<file path="config.mk">
export PLATFORM = sky130hd
export DESIGN_NAME = floor_scheduler_flat
export DESIGN_NICKNAME = d
export VERILOG_FILES = /design/src/rtl/floor_pkg.sv /design/src/rtl/floor_scheduler_if.sv /design/src/rtl/floor_lfsr.sv /design/src/rtl/floor_scheduler.sv /design/src/flat_wrapper.sv
export SDC_FILE = /design/constraint.sdc
export NUM_CORES = 1
export LEC_CHECK = 0
export BUFFER_PORTS_ARGS = -buffer_cell sky130_fd_sc_hd__clkbuf_2
export CORE_MARGIN = 8
export CORE_UTILIZATION = 50
export DETAILED_ROUTE_END_ITERATION = 8
export HOLD_SLACK_MARGIN = 0.06
export PLACE_DENSITY_LB_ADDON = 0.25
export SKIP_CTS_REPAIR_TIMING = 1
export SYNTH_ARGS = -nofsm -noshare
export SYNTH_HDL_FRONTEND = slang
export SYNTH_HIERARCHICAL = 1
export SYNTH_SLANG_ARGS = --single-unit
</file>
<file path="constraint.sdc">
create_clock -name clk -period 2.88 [get_ports clk]
set_input_delay 0.288 -clock clk [delete_from_list [all_inputs] [get_ports clk]]
set_output_delay 0.288 -clock clk [all_outputs]
set_load 0.02 [all_outputs]
</file>
<file path="src/rtl/floor_pkg.sv">
// Shared types and constants for the platform scheduler slice.
package floor_pkg;

  typedef enum logic [1:0] {
    IDLE = 2'd0,
    INIT = 2'd1,
    RUN  = 2'd2,
    OVER = 2'd3
  } state_t;

  localparam int unsigned SCREEN_H = 480;
  localparam int unsigned FLOOR_W  = 40;

  localparam logic [9:0] INIT_X [4] = '{10'd290, 10'd120, 10'd450, 10'd290};
  localparam logic [9:0] INIT_Y [4] = '{10'd400, 10'd280, 10'd160, 10'd40};

  // x^10 + x^7 + 1 -> feedback from bits 9 and 6
  localparam logic [9:0] LFSR_SEED = 10'h2A5;
  localparam logic [9:0] LFSR_TAPS = 10'h240;

endpackage

</file>
<file path="src/rtl/floor_scheduler_if.sv">
// Game-FSM controls in, platform slot state out.
interface floor_scheduler_if;
  logic        tick;
  logic        start;
  logic [9:0]  slime_y;
  logic [9:0]  floor_pos_x0, floor_pos_x1, floor_pos_x2, floor_pos_x3;
  logic [9:0]  floor_pos_y0, floor_pos_y1, floor_pos_y2, floor_pos_y3;
  logic [3:0]  enable;
  logic        scroll;
  logic [15:0] score;
  logic        game_over;

  modport master (
    output tick, start, slime_y,
    input  floor_pos_x0, floor_pos_x1, floor_pos_x2, floor_pos_x3,
    input  floor_pos_y0, floor_pos_y1, floor_pos_y2, floor_pos_y3,
    input  enable, scroll, score, game_over
  );

  modport slave (
    input  tick, start, slime_y,
    output floor_pos_x0, floor_pos_x1, floor_pos_x2, floor_pos_x3,
    output floor_pos_y0, floor_pos_y1, floor_pos_y2, floor_pos_y3,
    output enable, scroll, score, game_over
  );
endinterface

</file>
<file path="src/rtl/floor_lfsr.sv">
// Free-running 10-bit Fibonacci LFSR used for platform x placement.
module floor_lfsr
  import floor_pkg::*;
(
  input  logic       clk,
  input  logic       rst,
  output logic [9:0] value
);

  always_ff @(posedge clk) begin
    if (rst) value <= LFSR_SEED;
    else     value <= {value[8:0], ^(value & LFSR_TAPS)};
  end

endmodule

</file>
<file path="src/rtl/floor_scheduler.sv">
// Scrolls, retires and respawns the four platform slots; tracks score and game-over.
module floor_scheduler
  import floor_pkg::*;
#(
  parameter int unsigned SCROLL_LINE = 200,
  parameter int unsigned SPAWN_GAP   = 120,
  parameter int unsigned X_MAX       = 580
)(
  input  logic               clk,
  input  logic               rst,
  floor_scheduler_if.slave   bus
);

  localparam int unsigned     CW     = $clog2(SPAWN_GAP + 1);
  localparam logic [CW-1:0]   GAP    = CW'(SPAWN_GAP);
  localparam logic [9:0]      Y_LAST = 10'(SCREEN_H - 1);

  state_t        state;
  logic [9:0]    pos_x [4];
  logic [9:0]    pos_y [4];
  logic [3:0]    en;
  logic [CW-1:0] gap_cnt;
  logic [15:0]   score;
  logic          scroll;
  logic          game_over;
  logic [9:0]    lfsr;

  logic          do_scroll;
  logic          do_spawn;
  logic          have_free;
  logic [1:0]    spawn_idx;
  logic [CW-1:0] cnt_next;
  logic [9:0]    spawn_x;
  logic [9:0]    y_next [4];
  logic [3:0]    en_next;

  floor_lfsr u_lfsr (
    .clk   (clk),
    .rst   (rst),
    .value (lfsr)
  );

  // Priority encoder: scanning high-to-low lets the lowest free index win.
  always_comb begin
    have_free = 1'b0;
    spawn_idx = '0;
    for (int unsigned i = 4; i > 0; i--) begin
      if (!en[i-1]) begin
        have_free = 1'b1;
        spawn_idx = 2'(i - 1);
      end
    end
  end

  always_comb begin
    do_scroll = bus.slime_y < 10'(SCROLL_LINE);
    cnt_next  = (do_scroll && gap_cnt != GAP) ? gap_cnt + 1'b1 : gap_cnt;
    do_spawn  = (cnt_next == GAP) && have_free;
    spawn_x   = (lfsr < 10'(X_MAX)) ? lfsr : lfsr - 10'd512;
    for (int unsigned i = 0; i < 4; i++) begin
      y_next[i]  = (en[i] && do_scroll) ? pos_y[i] + 10'd1 : pos_y[i];
      en_next[i] = en[i] && (y_next[i] < Y_LAST);
    end
  end

  always_ff @(posedge clk) begin
    if (rst) begin
      state     <= IDLE;
      en        <= '0;
      gap_cnt   <= '0;
      score     <= '0;
      scroll    <= 1'b0;
      game_over <= 1'b0;
      for (int unsigned i = 0; i < 4; i++) begin
        pos_x[i] <= '0;
        pos_y[i] <= '0;
      end
    end else begin
      scroll <= 1'b0;
      case (state)
        IDLE: if (bus.start) state <= INIT;
        INIT: begin
          for (int unsigned i = 0; i < 4; i++) begin
            pos_x[i] <= INIT_X[i];
            pos_y[i] <= INIT_Y[i];
          end
          en      <= '1;
          score   <= '0;
          gap_cnt <= '0;
          state   <= RUN;
        end
        RUN: if (bus.tick) begin
          if (bus.slime_y == Y_LAST) begin
            state     <= OVER;
            game_over <= 1'b1;
          end else begin
            for (int unsigned i = 0; i < 4; i++) pos_y[i] <= y_next[i];
            en      <= en_next;
            gap_cnt <= cnt_next;
            if (do_scroll) begin
              scroll <= 1'b1;
              if (score != '1) score <= score + 16'd1;
            end
            // Spawn target was free before this tick, so it never collides with a retire.
            if (do_spawn) begin
              pos_x[spawn_idx] <= spawn_x;
              pos_y[spawn_idx] <= '0;
              en[spawn_idx]    <= 1'b1;
              gap_cnt          <= '0;
            end
          end
        end
        OVER: if (bus.start) begin
          state     <= INIT;
          game_over <= 1'b0;
        end
        default: state <= IDLE;
      endcase
    end
  end

  assign bus.floor_pos_x0 = pos_x[0];
  assign bus.floor_pos_x1 = pos_x[1];
  assign bus.floor_pos_x2 = pos_x[2];
  assign bus.floor_pos_x3 = pos_x[3];
  assign bus.floor_pos_y0 = pos_y[0];
  assign bus.floor_pos_y1 = pos_y[1];
  assign bus.floor_pos_y2 = pos_y[2];
  assign bus.floor_pos_y3 = pos_y[3];
  assign bus.enable       = en;
  assign bus.scroll       = scroll;
  assign bus.score        = score;
  assign bus.game_over    = game_over;

endmodule

</file>
<file path="src/flat_wrapper.sv">
// flat-port wrapper written by rule: the top's interface ports become plain ports
module floor_scheduler_flat import floor_pkg::*;
#(
  parameter int unsigned SCROLL_LINE = 200,
  parameter int unsigned SPAWN_GAP   = 120,
  parameter int unsigned X_MAX       = 580
)
  (clk, rst, bus_tick, bus_start, bus_slime_y, bus_floor_pos_x0, bus_floor_pos_x1, bus_floor_pos_x2, bus_floor_pos_x3, bus_floor_pos_y0, bus_floor_pos_y1, bus_floor_pos_y2, bus_floor_pos_y3, bus_enable, bus_scroll, bus_score, bus_game_over);
  floor_scheduler_if bus_i ();
  input  logic clk;
  input  logic rst;
  input wire logic [$bits(bus_i.tick)-1:0] bus_tick;
  input wire logic [$bits(bus_i.start)-1:0] bus_start;
  input wire logic [$bits(bus_i.slime_y)-1:0] bus_slime_y;
  output wire logic [$bits(bus_i.floor_pos_x0)-1:0] bus_floor_pos_x0;
  output wire logic [$bits(bus_i.floor_pos_x1)-1:0] bus_floor_pos_x1;
  output wire logic [$bits(bus_i.floor_pos_x2)-1:0] bus_floor_pos_x2;
  output wire logic [$bits(bus_i.floor_pos_x3)-1:0] bus_floor_pos_x3;
  output wire logic [$bits(bus_i.floor_pos_y0)-1:0] bus_floor_pos_y0;
  output wire logic [$bits(bus_i.floor_pos_y1)-1:0] bus_floor_pos_y1;
  output wire logic [$bits(bus_i.floor_pos_y2)-1:0] bus_floor_pos_y2;
  output wire logic [$bits(bus_i.floor_pos_y3)-1:0] bus_floor_pos_y3;
  output wire logic [$bits(bus_i.enable)-1:0] bus_enable;
  output wire logic [$bits(bus_i.scroll)-1:0] bus_scroll;
  output wire logic [$bits(bus_i.score)-1:0] bus_score;
  output wire logic [$bits(bus_i.game_over)-1:0] bus_game_over;
  assign bus_i.tick = bus_tick;
  assign bus_i.start = bus_start;
  assign bus_i.slime_y = bus_slime_y;
  assign bus_floor_pos_x0 = bus_i.floor_pos_x0;
  assign bus_floor_pos_x1 = bus_i.floor_pos_x1;
  assign bus_floor_pos_x2 = bus_i.floor_pos_x2;
  assign bus_floor_pos_x3 = bus_i.floor_pos_x3;
  assign bus_floor_pos_y0 = bus_i.floor_pos_y0;
  assign bus_floor_pos_y1 = bus_i.floor_pos_y1;
  assign bus_floor_pos_y2 = bus_i.floor_pos_y2;
  assign bus_floor_pos_y3 = bus_i.floor_pos_y3;
  assign bus_enable = bus_i.enable;
  assign bus_scroll = bus_i.scroll;
  assign bus_score = bus_i.score;
  assign bus_game_over = bus_i.game_over;
  floor_scheduler #(.SCROLL_LINE(SCROLL_LINE), .SPAWN_GAP(SPAWN_GAP), .X_MAX(X_MAX)) u_core (.clk(clk), .rst(rst), .bus(bus_i));
endmodule
</file>
# Word-level counts from Yosys, hierarchy flattened
# Memory sizes are Yosys's and may differ from the RTL's.
# Index checks and enable logic that the tools add are counted.
# word_totals
regBits	41
n_memories	2
ramBits	80
word_cells	144
# mem_list
name	words	width	rd	rd_clocked_by_memory_dff	write_ports	line_no	rtl
u_core.pos_x	4	10	4	0	4	floor_scheduler.sv:19	logic [9:0] pos_x [4];
u_core.pos_y	4	10	4	0	5	floor_scheduler.sv:20	logic [9:0] pos_y [4];
# op_classes
mux	69
reduce_logical	22
add_sub_neg	7
bitwise_logic	15
eq_ne	14
order_cmp	8
# ops
cell	count
$mux 10	18
$mux 16	4
$add 10x1->10 const B	4
$lt 10x9->1 const B	4
$pmux 16 s2	1
$mux 7	4
$mux 1	26
$add 16x1->16 const B	1
$mux 2	8
$ne 16x16->1 const B	1
$pmux 7 s2	1
$mux 4	3
$or 1x1->1	12
$logic_and 1x1->1	11
$eq 10x9->1 const B	1
$lt 10x10->1 const B	1
$lt 10x8->1 const B	1
$reduce_or 10->1	1
$reduce_xor 10->1	1
$sub 10x10->10 const B	1
$ne 2x1->1 const B	4
$pmux 4 s2	1
$add 7x1->7 const B	1
$eq 7x7->1 const B	1
18 further kinds	24

# Longest topological paths before layout
# Gate-level depths: netlist of run 1.
# depth
depth_word	13
ltp_mapped	10
mapped_depth_nobuf	8

# Modules after synthesis
# The synthesis of run 1 kept the hierarchy.
# modules_own_cells
module	area_per_inst_um2	cells_per_inst	n_inst	seq_area_each_um2
floor_scheduler	6113.4	687	1	2622.5
floor_lfsr	271.5	21	1	200.2

# Worst setup path before layout of run 1
# Ideal clock, no wire load.
# synth_path
path_kind	register to register
start	register u_core.gap_cnt[0]
end	memory u_core.pos_x[3][0] (enable)
setup_time_ns	0.347
arrival_ns	2.294
path_stages_with_launch	10
required_time_ns	2.533
slack_ns	0.239
synth_period_minus_slack_ns	2.641
n_path_buf	1
cell_sequence	dfxtp_1 > inv_1 > ha_1 > and3b_1 > a211o_1 > mux2_4 > nand4_4 > nor3_2 > buf_2 > nand2b_1
# synth_rtl
item	line_no	rtl
from (decl)	floor_scheduler.sv:22	logic [CW-1:0] gap_cnt;
from (signal assigned)	floor_scheduler.sv:99	gap_cnt <= cnt_next;
to (decl)	floor_scheduler.sv:19	

==> flow_metrics.tcl, run 1 <==
set metrics [dict create \
    outcome "complete, no violations" \
    post-route-util_pct 62.0 \
    hold_path.class "input pin to flop" \
    cellPowerDensity_nw_per_um2 771 \
    port_buffers 115 \
    dp_hpwl_um 12800 \
    final_area_um2 7790 \
    fin_crit_ns 2.66 \
    syn-cell-area_um2 6380 \
    grt_pass1_wl_um 28200 \
    grt_pass1_vias 5610 \
    crit_type "flop to flop" \
    grt_overflow 0 \
    netlist_instances 708 \
    initial_core_util_pct 50.8 \
    grt_max_degree 27 \
    synth-seq-cells 121 \
    diodes 0 \
    drc 0 \
    die_h_um 129 \
    die_w_um 129 \
    clock_latency_ns 0.42 \
    leakagePower_nw 3.21 \
    setup_viol 0 \
    synth_edf_count 40 \
    reg2reg_slack_ns 0.22 \
    drv_slew 0 \
    clkSlewWorstSetupHoldPaths_ns 0.05 \
    seq_area_um2 2820 \
    fill_cells 1075 \
    routedWlPerCell_um 17.5 \
    drive_gt1_share_pct 24.1 \
    yosys_warnings 6 \
    critical_path_peak_fanout 10 \
    placed_cell_area_um2 7210 \
    cp.required_ns 3.00 \
    hold_viol_final 0 \
    ys.flop_type "dfxtp_1" \
    end_kind "flop" \
    antenna_found_initial 0 \
    relSlewSlack_pct 44.1 \
    clk_path_buf_depth 2 \
    ant_nets 0 \
    cts_buffers 17 \
    first_pass_iters 5 \
    cts.root.buffer_cell "clkbuf_16" \
    fin_crit_sh_pct 92.4 \
    yosysSeqAreaShare_pct 44.2 \
    synth_async_sr_flop_share_pct 0 \
    rows 41 \
    skew_ns 0.00745 \
    synth_nets 732 \
    io_pins 116 \
    area_delta_synth_final_pct 22.0 \
    yosysUniqueCellTypes 76 \
    vdd_drop_max_uv 362 \
    grt_usage_pct 21.3 \
    cts_max_level 4 \
    clock_sink_count 121 \
    rsz0062_at_grt "false" \
    fin_nets 854 \
    worst_pin_slew_ns 0.831 \
    vias 5938 \
    fmax_ghz 0.376 \
    first_iter_violations 530 \
    vias_per_cell 5.85 \
    synth_area_per_cell_um2 9.02 \
    cp_data_arrival_time_ns 2.78 \
    crit_path_start_kind "flop" \
    design.core.area_um2 12600 \
    place_congestion 0.943 \
    multi_input_area_um2 3320 \
    cts_tree "done" \
    die_area_um2 16600 \
    tns_ns 0 \
    finalWirelength_um 17700 \
    cap_violations 0 \
    p_total_mw 6.01 \
]
## cell usage in the layout, fill, tap and decap left out, drive strengths merged, types with 7 or more instances in the layout
master,instances
ha,10
nand2b,7
or2,7
mux2i,7
inv,18
nor2,81
a31oi,8
o21ai,27
dfxtp,81
nand2,57
clkbuf,132
edfxtp,40
nor3,34
a21o,13
nand4,28
buf,29
and3,17
nand3,26
and2,23
nor4,14
xnor2,14
xor2,24
a21oi,52
## state kept, by name, indices dropped and copies added (netlist names)
signal and count:
u_core/pos_x 40, u_core/bus.score 16, u_core/bus.scroll 1, u_core/pos_y 40, u_core/bus.game_over 1, u_core/gap_cnt 7
u_core/state 2, u_core/bus.enable 4, u_core/u_lfsr/value 10
## critical path: stages (launching register included)
cell,delay [ns]
dfxtp_1,0.45
inv_1,0.10
ha_1,0.21
and3b_1,0.17
a211o_1,0.36
mux2_4,0.24
nand4_4,0.20
nor3_4,0.31
nand2b_1,0.15
buf_4,0.18
## cells by family after synthesis
kind of cell,synth area share [%]
and+or+nand+nor,27.3
AOI/OAI and AO/OA,15.6
DFF,44.2
buffers and inverters,3.94
xor gates and xnor gates,5.21
muxes,1.86
adders and majority gates,1.96
## path summary, 6_finish.rpt
check / start / endpoint / depth (start not counted)
max: u_core/gap_cnt[0] / u_core/pos_x[0][4] / 9
min reg2reg: u_core/gap_cnt[2] / u_core/gap_cnt[2] / 2
max reg2reg: u_core/gap_cnt[0] / u_core/pos_x[0][4] / 9
min: bus_start / u_core/bus.game_over / 4
## final cells by class
class,count,area share [%]
Multi-Input combinational cell,530,42.6
Clock buffer,17,5.46
Sequential cell,121,36.2
Tap cell,172,2.76
Inverter,16,0.771
Timing Repair Buffer,144,10.2
Clock inverter,15,1.94
## synthesized netlist by cell type (22+ instances only)
master    instances  area share (%)
nor3_1           30             2.4
nand3_1          26             2.0
a21oi_1          52             4.1
xor2_1           24             3.3
clkbuf_1         24             1.4
nor2_1           81             4.8
o21ai_0          26             2.0
and2_1           22             2.2
nand2_1          55             3.2
edfxtp_1         40              19
nand4_1          27             2.6
dfxtp_1          81              25
## metal layers
metal,global-route usage [%],share of wire (%),vias to the layer above
li1,-,-,2836
met1,26.0,42,2823
met2,34.7,48,246
met3,5.38,7.5,33
met4,9.88,2.1,0
met5,0,0,-
## power by group
part           internal [mW]  switching, mW  total, mW
Clock                   1.27          0.798       2.07
Sequential              2.08          0.263       2.34
Combinational          0.531           1.07       1.60
## per-stage QoR
step,std cells,hold slack (ns),setup WS (ns)
floorplan,708,0.360,0.239
global placement,983,0.489,0.221
detailed placement,983,0.498,0.120
CTS,1015,0.209,0.138
global route,1015,0.229,0.0346
finish,1015,0.221,0.220
No activity file was read; power rests on OpenSTA's default activity.
==> run 2: changes to the inputs <==
--- a/config.mk
+++ b/config.mk
@@ -5,10 +5,10 @@
 export SDC_FILE = /design/constraint.sdc
 export NUM_CORES = 1
 export LEC_CHECK = 0
-export BUFFER_PORTS_ARGS = -buffer_cell sky130_fd_sc_hd__clkbuf_2
 export CORE_MARGIN = 8
 export CORE_UTILIZATION = 50
 export DETAILED_ROUTE_END_ITERATION = 8
+export DONT_BUFFER_PORTS = 1
 export HOLD_SLACK_MARGIN = 0.06
 export PLACE_DENSITY_LB_ADDON = 0.25
 export SKIP_CTS_REPAIR_TIMING = 1
==> flow_metrics.tcl, run 2 (synthesis results as in run 1) <==
set metrics [dict create \
    tns_ns 0 \
    clock_sink_count 121 \
    dp_cells 872 \
    vdd_drop_max_uv 424 \
    initial_core_util_pct 50.8 \
    first_pass_iters 5 \
    final_cell_mix "nor2_1, dfxtp_1, nand2_1, a21oi_1, edfxtp_1" \
    rows 41 \
    place_ws_ns 0.152 \
    r2r_cells 9 \
    fin_crit_sh_pct 92.7 \
    cp-endpoint "u_core/pos_x[0][8]" \
    drive_gt1_share_pct 13.1 \
    cp_data_arrival_time_ns 2.83 \
    cts_max_level 4 \
    clk_path_buf_depth 2 \
    antenna_found_initial 0 \
    setup_viol 0 \
    reg_top3 "u_core/pos_x x40, u_core/pos_y x40, u_core/bus.score x16" \
    hold_viol_final 0 \
    final_common_cell "nor2_1" \
    final_cell_count_no_fill 905 \
    grt_overflow 0 \
    clock_latency_ns 0.42 \
    dp_hpwl_um 12500 \
    routedWlPerCell_um 19.9 \
    skew_ns 0.00563 \
    cellPowerDensity_nw_per_um2 821 \
    die_w_um 129 \
    rsz0062_at_grt "false" \
    outcome "complete, no violations" \
    setup_slack_ns 0.211 \
    place_congestion 0.875 \
    clkSlewWorstSetupHoldPaths_ns 0.06 \
    cap_violations 0 \
    worst_pin_slew_ns 0.744 \
    first_iter_violations 463 \
    vias_per_cell 6.13 \
    critical_path_peak_fanout 9 \
    port_buffers 0 \
    crit_type "flop to flop" \
    fin_crit_ns 2.67 \
    io_pins 116 \
    area_delta_synth_final_pct 15.0 \
    crit_path_start_kind "flop" \
    r2r-start "u_core/gap_cnt[0]" \
    die_h_um 129 \
    cts_buffers 17 \
    vias 5548 \
    ant_nets 0 \
    die_area_um2 16600 \
    grt_pass1_wl_um 28100 \
    leakagePower_nw 2.77 \
    design.core.area_um2 12600 \
    relSlewSlack_pct 49.9 \
    startpoint "u_core/gap_cnt[0]" \
    r2r-end "u_core/pos_x[0][8]" \
    grt_usage_pct 21.8 \
    diodes 0 \
    cts_tree "done" \
    grt_pass1_vias 5258 \
    end_kind "flop" \
    reg2reg_slack_ns 0.21 \
    fmax_ghz 0.375 \
    p_total_mw 6.02 \
    drv_slew 0 \
    cts.root.buffer_cell "clkbuf_16" \
    drc 0 \
    grt_max_degree 36 \
    fin_nets 744 \
    fill_cells 1071 \
    cp.required_ns 3.04 \
    hold_path.class "input pin to flop" \
    hold_ws_ns 0.0700 \
    finalWirelength_um 18000 \
]
## run 2: where the power goes
group,internal [mW],total (mW),leakage (nW),switching [mW]
logic,0.384,1.12,1.38,0.734
registers,2.09,2.62,1.09,0.527
clock network,1.49,2.28,0.305,0.793
## run 2: worst min path at each step
stage               start                      to  slack (ns)  cells past startpoint
floorplan             rst  u_core/u_lfsr/value[1]        0.36                      1
global placement      rst  u_core/u_lfsr/value[6]        0.37                      1
detailed placement    rst  u_core/u_lfsr/value[4]        0.37                      1
CTS                   rst  u_core/u_lfsr/value[4]       -0.08                      1
global route          rst    u_core/bus.enable[0]        0.07                      2
finish                rst    u_core/bus.enable[0]        0.07                      2
## run 2: through the flow
step / cell area, µm² / utilization [%]
6_report: 7340 / 58.4
5_1_grt: 7340 / 58.4
4_1_cts: 7310 / 58.2
3_5_place_dp: 6660 / 53.0
3_3_place_gp: 6660 / 53.0
2_1_floorplan: 6380 / -
## run 2: critical path, cell delays in order (launching register included)
cell and delay [ns]:
dfxtp_2 0.39, inv_1 0.07, ha_1 0.19, and3b_1 0.17, a211o_1 0.37, mux2_4 0.25
nand4_4 0.18, nor3_4 0.25, buf_4 0.20, mux2_1 0.33
## run 2: final cells by class
class | instances | area, µm² | area share, %
Inverter | 16 | 60.1 | 0.818
Timing Repair Buffer | 34 | 268 | 3.65
Clock buffer | 20 | 489 | 6.67
Clock inverter | 12 | 160 | 2.18
Multi-Input combinational cell | 530 | 3320 | 45.3
Sequential cell | 121 | 2830 | 38.5
Tap cell | 172 | 215 | 2.93
## run 2: routing by layer
metal	track usage, %	routed length, µm	vias up
li1	-	-	2617
met1	25.9	7530	2642
met2	35.6	8540	252
met3	6.33	1410	37
met4	10.5	495	0
met5	0	0	-
==> run 3: changes to the inputs <==
--- a/config.mk
+++ b/config.mk
@@ -9,9 +9,10 @@
 export CORE_UTILIZATION = 50
 export DETAILED_ROUTE_END_ITERATION = 8
 export DONT_BUFFER_PORTS = 1
+export GPL_ROUTABILITY_DRIVEN = 0
 export HOLD_SLACK_MARGIN = 0.06
 export PLACE_DENSITY_LB_ADDON = 0.25
-export SKIP_CTS_REPAIR_TIMING = 1
+export REMOVE_ABC_BUFFERS = 1
 export SYNTH_ARGS = -nofsm -noshare
 export SYNTH_HDL_FRONTEND = slang
 export SYNTH_HIERARCHICAL = 1
==> flow_metrics.tcl, run 3 (synthesis results as in run 1) <==
set metrics [dict create \
    outcome "complete, no violations" \
    hold_path.class "input pin to flop" \
    rows 41 \
    seqPwrFrac_pct 43.2 \
    p_total_mw 5.99 \
    cp_data_arrival_time_ns 2.85 \
    clkPwrFrac_pct 37.2 \
    fin_crit_ns 2.69 \
    cts_buffers 17 \
    clk_path_buf_depth 2 \
    final_common_cell "nor2_1" \
    hold_viol_final 0 \
    end_kind "flop" \
    drive_gt1_share_pct 13.1 \
    vias 5558 \
    final_cell_count_no_fill 907 \
    fill_cells 1088 \
    leakagePower_nw 2.79 \
    worst_pin_slew_ns 0.768 \
    relSlewSlack_pct 48.3 \
    die_h_um 129 \
    dp_hpwl_um 12500 \
    cts.root.buffer_cell "clkbuf_16" \
    vdd_drop_max_uv 326 \
    cellPowerDensity_nw_per_um2 817 \
    slowest_delay_ns 0.45 \
    vias_per_cell 6.13 \
    cts_tree "done" \
    path_buf_inv 2 \
    area_delta_synth_final_pct 14.8 \
    cts_max_level 4 \
    grt_pass1_vias 5193 \
    grt_overflow 0 \
    die_area_um2 16600 \
    drv_slew 0 \
    fin_crit_sh_pct 93.4 \
    cp.required_ns 3.04 \
    clkSlewWorstSetupHoldPaths_ns 0.05 \
    reg_top3 "u_core/pos_x x40, u_core/pos_y x40, u_core/bus.score x16" \
    crit_path_start_kind "flop" \
    antenna_found_initial 0 \
    first_iter_violations 468 \
    ant_nets 0 \
    io_pins 116 \
    cp_top_family "multiplexers" \
    p_int_mw 3.95 \
    design.core.area_um2 12600 \
    routedWlPerCell_um 19.7 \
    die_w_um 129 \
    dp_cells 874 \
    rsz0062_at_grt "false" \
    crit_chain "inv_1 -> ha_1 -> and3b_1 -> a211o_1 -> mux2_4 -> nand4_4 -> nor3_4 -> buf_4 -> mux2_1" \
    crit_type "flop to flop" \
    final_cell_mix "nor2_1, dfxtp_1, nand2_1, a21oi_1, edfxtp_1" \
    grt_pass1_wl_um 27800 \
    clock_latency_ns 0.42 \
    setup_viol 0 \
    critPathSlowestCell "dfxtp_1" \
    fin_nets 746 \
    clock_sink_count 121 \
    final_area_um2 7330 \
    initial_core_util_pct 50.8 \
    drc 0 \
    port_buffers 0 \
    power_switching_share_pct 34.1 \
    diodes 0 \
    critical_path_peak_fanout 9 \
    finalWirelength_um 17800 \
    grt_max_degree 30 \
    fmax_ghz 0.372 \
    post_cts_buffers 0 \
    skew_ns 0.00819 \
    p_sw_mw 2.04 \
    first_pass_iters 5 \
    reg2reg_slack_ns 0.19 \
    cap_violations 0 \
    placed_cell_area_um2 6680 \
    grt_usage_pct 21.3 \
    combPwrFrac_pct 19.5 \
]
==> run 3: cell types whose count changed in the layout (fill, tap and decap cells not counted), sizes merged <==
cell and delta:
buf +2, clkinvlp -3, clkbuf -1, clkinv +3, bufinv +1
==> run 3: power groups by stage <==
| stage | Sequential, mW | Clock, mW | Combinational, mW |
|---|---|---|---|
| after floorplan | 2.64 | 0 | 0.661 |
| final | 2.59 | 2.23 | 1.17 |
| after detailed placement | 2.63 | 0 | 1.13 |
| after global placement | 2.63 | 0 | 1.11 |
| after CTS | 2.60 | 2.25 | 1.15 |
| after global routing | 2.63 | 2.33 | 1.27 |
==> run 3: path summary, 6_finish.rpt <==
kind	startpoint	end	depth (start not counted)
worst max-delay path	u_core/gap_cnt[1]	u_core/pos_x[0][5]	9
worst min-delay path	bus_start	u_core/bus.game_over	3
worst max register to register	u_core/gap_cnt[1]	u_core/pos_x[0][5]	9
worst min register to register	u_core/gap_cnt[5]	u_core/gap_cnt[5]	1
==> run 3: worst min-delay path, delay by kind of cell <==
| family | cells | cell delay [ns] |
|---|---|---|
| compound gates | 1 | 0.05 |
| simple gates | 2 | 0.13 |
==> run 3: per-stage QoR <==
stage	TNS, ns	setup slack, ns	hold WS, ns	utilization, %
floorplan	-18.84	-0.598	0.357	-
global placement	0	0.294	0.368	53.1
detailed placement	0	0.192	0.368	53.1
CTS	0	0.171	0.0717	58.2
global route	0	0.0384	0.0842	58.3
finish	0	0.189	0.0840	58.3
==> run 3: repair_timing <==
action,CTS,global route
hold endpoints to repair,29,0
gates resized for setup,0,4
hold buffers,1,0
endpoints found under the setup margin,0,41
==> run 3: routing by layer <==
layer  track usage (%)  vias to the layer above  part of all wire [%]
met5                 0                        -                     0
met4              8.98                        0                   2.1
met3              6.33                       40                   8.3
met2              36.1                      244                    49
met1              24.6                     2653                    41
li1                  -                     2621                     -
==> run 3: cell type report <==
class / count / area, µm² / area share, %
tap: 172 / 215 / 2.94
inverter: 16 / 60.1 / 0.820
timing repair buffer: 36 / 283 / 3.86
clock buffer: 19 / 443 / 6.04
sequential: 121 / 2820 / 38.5
multi-input combinational: 530 / 3330 / 45.4
clock inverter: 13 / 175 / 2.39
